===== src/rtl/serial_add_ctrl.sv =====
// serial_add_ctrl: bit-serial adder controller driving one external full-adder cell, LSB first.
// Define SERIAL_ADD_OVF_EN to build the signed-overflow flop; otherwise ovf is tied low.
module serial_add_ctrl #(
  parameter int WIDTH = 8
) (
  input  logic             clk,
  input  logic             rst_n,
  input  logic             start,
  input  logic [WIDTH-1:0] a,
  input  logic [WIDTH-1:0] b,
  input  logic             cin,
  output logic             busy,
  output logic             done,
  output logic [WIDTH-1:0] sum,
  output logic             cout,
  output logic             ovf,
  output logic             fa_a,
  output logic             fa_b,
  output logic             fa_c,
  input  logic             fa_s,
  input  logic             fa_cout
);
  localparam int CW = $clog2(WIDTH);
  typedef enum logic [1:0] {IDLE, RUN, DONE} state_t;
  state_t state;
  logic [WIDTH-1:0] a_sh, b_sh;
  logic [CW-1:0] cnt;
  logic carry, last;
  assign last = cnt == CW'(WIDTH - 1);
  assign busy = state == RUN;
  assign done = state == DONE;
  // The carry flop is the carry-out once the final RUN edge has passed.
  assign cout = carry;
  assign fa_a = busy & a_sh[0];
  assign fa_b = busy & b_sh[0];
  assign fa_c = busy & carry;
`ifdef SERIAL_ADD_OVF_EN
  logic ovf_r;
  assign ovf = ovf_r;
`else
  assign ovf = 1'b0;
`endif
  always_ff @(posedge clk or negedge rst_n) begin
    if (!rst_n) begin
      state <= IDLE;
      a_sh  <= '0;
      b_sh  <= '0;
      sum   <= '0;
      carry <= 1'b0;
      cnt   <= '0;
`ifdef SERIAL_ADD_OVF_EN
      ovf_r <= 1'b0;
`endif
    end else begin
      case (state)
        IDLE: if (start) begin
          a_sh  <= a;
          b_sh  <= b;
          carry <= cin;
          cnt   <= '0;
          state <= RUN;
`ifdef SERIAL_ADD_OVF_EN
          ovf_r <= 1'b0;
`endif
        end
        RUN: begin
          sum   <= {fa_s, sum[WIDTH-1:1]};
          carry <= fa_cout;
          a_sh  <= {1'b0, a_sh[WIDTH-1:1]};
          b_sh  <= {1'b0, b_sh[WIDTH-1:1]};
          cnt   <= last ? '0 : cnt + 1'b1;
          state <= last ? DONE : RUN;
`ifdef SERIAL_ADD_OVF_EN
          if (last) ovf_r <= carry ^ fa_cout;
`endif
        end
        default: state <= IDLE;
      endcase
    end
  end
endmodule


===== config.mk =====
export PLATFORM = sky130hd
export DESIGN_NAME = serial_add_ctrl
export DESIGN_NICKNAME = d
export VERILOG_FILES = /design/src/rtl/serial_add_ctrl.sv
export SDC_FILE = /design/constraint.sdc
export NUM_CORES = 1
export LEC_CHECK = 0
export CORE_MARGIN = 2
export CORE_UTILIZATION = 42
export DETAILED_ROUTE_END_ITERATION = 10
export PLACE_DENSITY = 0.81
export SLEW_MARGIN = 20
export SYNTH_ARGS = -nofsm -noshare
export SYNTH_HDL_FRONTEND = slang
export SYNTH_SLANG_ARGS = --single-unit

===== constraint.sdc =====
create_clock -name clk -period 1.25 [get_ports clk]
set_input_delay 0.25 -clock clk [delete_from_list [all_inputs] [get_ports clk]]
set_output_delay 0.25 -clock clk [all_outputs]
set_load 0.02 [all_outputs]

==> reports/metrics.yaml <==
synthesis:
  syn_area_sq_um: 1360
  synth-async-reset-ratio_pct: 100.0
  synth_compound_gate_area_share_pct: 23.37
  postSynthAreaPerCell_sq_um: 11.06
  synth_cell_types: 22
  synth_area_leaders: "dfrtp_1 (55%), o22ai_1 (14%), a21oi_1 (5.9%)"
  synth_top_area_share_pct: 55.20
  syn_inst: 123
  yosysWarnings: 0
  yosysSeqAreaShare_pct: 55.20
  synth_common_cells: "dfrtp_1 (30), o22ai_1 (30), a21oi_1 (16)"
  synth_flop_cell: "dfrtp_1"
  synth_top_cell_by_area: "dfrtp_1"
  synthMuxAreaShare_pct: 7.728
  synthAdderAreaFrac_pct: 1.840
  synth_edf_count: 0
  yosys.area_share.simple_pct: 5.612
  synthXorXnorAreaFrac_pct: 0
  synth_top_family_by_area: "compound AO/OA/AOI/OAI gates"
  ys_ff_latch: 30
  synth_fp_nets: 147
clock_tree:
  cts_tree: "done"
  cts.clk_slew.worst_paths_ns: 0.09
  cts-root-buf: "clkbuf_4"
  clk_latency_ns: 0.33
  htreeDepth: 2
  clock_sinks: 30
  cts_hold_buf: 0
  clock_path_buffers: 2
  cts_inserted_buffers: 5
pwr:
  p_int_mw: 3.289
  combinationalPowerShare_pct: 55.9
  p_clk_share_pct: 9.8
  power_switching_share_pct: 39.37
  seqPwrFrac_pct: 34.3
  cellLeakagePower_nw: 0.9426
  p_per_area_nw_per_um2: 2520
  switching_power_mw: 2.135
  peakVddDrop_v: 0.001515
timing:
  drv_slew: 0
  setup_ws_ns: -0.1750
  fin_crit_sh_pct: 114.0
  hold_ws_ns: 0.2836
  tns_ns: -2.630
  finalCriticalPeriod_ns: 1.425
  max_freq_ghz: 0.7017
  rsz0062_at_grt: "yes"
  final-setup-viol-count: 28
  hold_viol: 0
  skew_ns: 0.008775
worst_setup_path:
  cp.buffers_inverters: 2
  reg2reg_slack_ns: -0.16
  critPathArrivalTime_ns: 1.18
  r2r_end: "a_sh[5]$_DFFE_PN0P_"
  slowest_stage: "dfrtp_1"
  crit_required_ns: 1.00
  r2r_start: "state[1]$_DFFE_PN0P_"
  worstSetupPathType: "reg2out"
  end_kind: "output port"
  start_kind: "flop"
  cpLargestDelayFamily: "flip-flops"
  rr_worst_depth: 6
  cpPeakStageDelay_ns: 0.42
  cp_max_fo: 5
  path_cells: "inv_2 > and3_2 > buf_6"
die:
  pin_count: 37
  coreArea_sq_um: 3078
  fp.dieH_um: 60.91
  dieArea_sq_um: 3709
  rows: 20
  die_x_um: 60.91
  start_util_pct: 44.19
grt:
  grt_max_degree: 31
  gr-total-overflow: 0
  grt_pass1_vias: 1279
  grt_pass1_wl_um: 5809
  grt_antenna_before_repair: 0
  gr-usage-all-layers_pct: 21.92
route:
  final_antenna_net_count: 0
  first_pass_iters: 4
  wl_per_cell_um: 18.30
  drt_iter0_drc: 92
  drt_wl_total_um: 4080
  dr_total_vias: 1240
  routed_via_density: 5.561
  drc_errors: 0
hold_path:
  holdCritPathClass: "in2async"
finish:
  fin_nets: 203
  design_area_sq_um: 2152
  drive_gt1_share_pct: 47.49
  syn_to_final_growth_pct: 58.23
  diodes: 0
run_status:
  failed_checks: "setup timing"
  status: "finished, violations left"
placed_design:
  dp_hpwl_um: 2222
  place_ws_ns: -0.3529
  gp_congestion: 0.8450
  io_buffers: 35
  placed_area_sq_um: 1832
flow_run:
  drv_cap: 0
worst max-delay path by stage:
stage / start / end / slack (ns) / depth (start not counted)
detailed placement: state[1]$_DFFE_PN0P_ / fa_a / -0.35 / 3
finish: state[1]$_DFFE_PN0P_ / fa_c / -0.18 / 3
floorplan: state[1]$_DFFE_PN0P_ / fa_a / 0.008 / 3
global placement: state[1]$_DFFE_PN0P_ / fa_b / -0.32 / 3
global route: state[1]$_DFFE_PN0P_ / fa_c / -0.23 / 3
CTS: state[1]$_DFFE_PN0P_ / fa_a / -0.17 / 3
worst register-to-register path, delay by kind of cell (launching register included):
kind | cells | cell delay [ns]
simple gates | 1 | 0.20
buf+inv | 3 | 0.41
flops | 1 | 0.42
compound gates | 2 | 0.26
final cells by class:
type                       instances  area (sq um)
multi-input combinational         80         723.2
timing repair buffer              59         565.5
tap                               44         55.05
clock buffer                       7         45.04
inverter                           3         11.26
sequential                        30         752.0
fill                             215         925.9
layout by cell type (no fill, tap or decap), types with 3 or more instances in the layout:
cell type        synthesis  layout
a21oi_1                 16       9
a21oi_2                  0       7
o22ai_1                 30      15
clkbuf_4                 0       5
buf_6                    2       9
buf_4                    3      16
dfrtp_1                 30      29
mux2_4                   4       8
o21ai_1                  0       3
buf_2                    2       9
nand2b_4                 0       3
clkdlybuf4s50_1          0      20
o22ai_2                  0      14
per-stage QoR:
step	cells	utilization (%)	total power, mW
after floorplan	123	-	3.235
after global placement	207	59.51	4.038
after detailed placement	207	59.51	4.164
after CTS	218	61.95	4.729
after global routing	223	69.92	5.739
final	223	69.92	5.424
metal layers:
metal  track usage, %  share of wire (%)  up-vias
met3            7.676                5.1       12
met2            34.56                 50       42
met5                0                  0        -
met4            11.49                2.4        0
met1            26.47                 42      611
li1                 -                  -      575
power groups by stage:
stage	Sequential (mW)	Combinational, mW	Clock (mW)
4_1_cts	1.78	2.40	0.543
3_3_place_gp	1.76	2.28	0
6_report	1.86	3.03	0.529
5_1_grt	1.93	3.23	0.583
3_5_place_dp	1.81	2.36	0
2_1_floorplan	1.89	1.34	0
flip-flops by register name, indices dropped and copies added, names as in the netlist:
signal / count
state: 2
sum: 8
b_sh: 8
a_sh: 8
cnt: 3
cout: 1
cells by family after synthesis:
group / Yosys count
buffers and inverters: 14
other: 1
flip-flops: 30
AO/OA/AOI/OAI: 54
multiplexers: 8
AND/OR/NAND/NOR: 14
adder cells (fa/ha/maj): 2
what timing repair did:
item	4_1_cts	5_1_grt
setup endpoints to repair	39	38
resized for setup	73	47
buffers inserted	3	3
pin swaps	0	27
endpoints found under the hold margin	0	0
gates cloned	1	2
No activity file was read; power rests on OpenSTA's default activity.
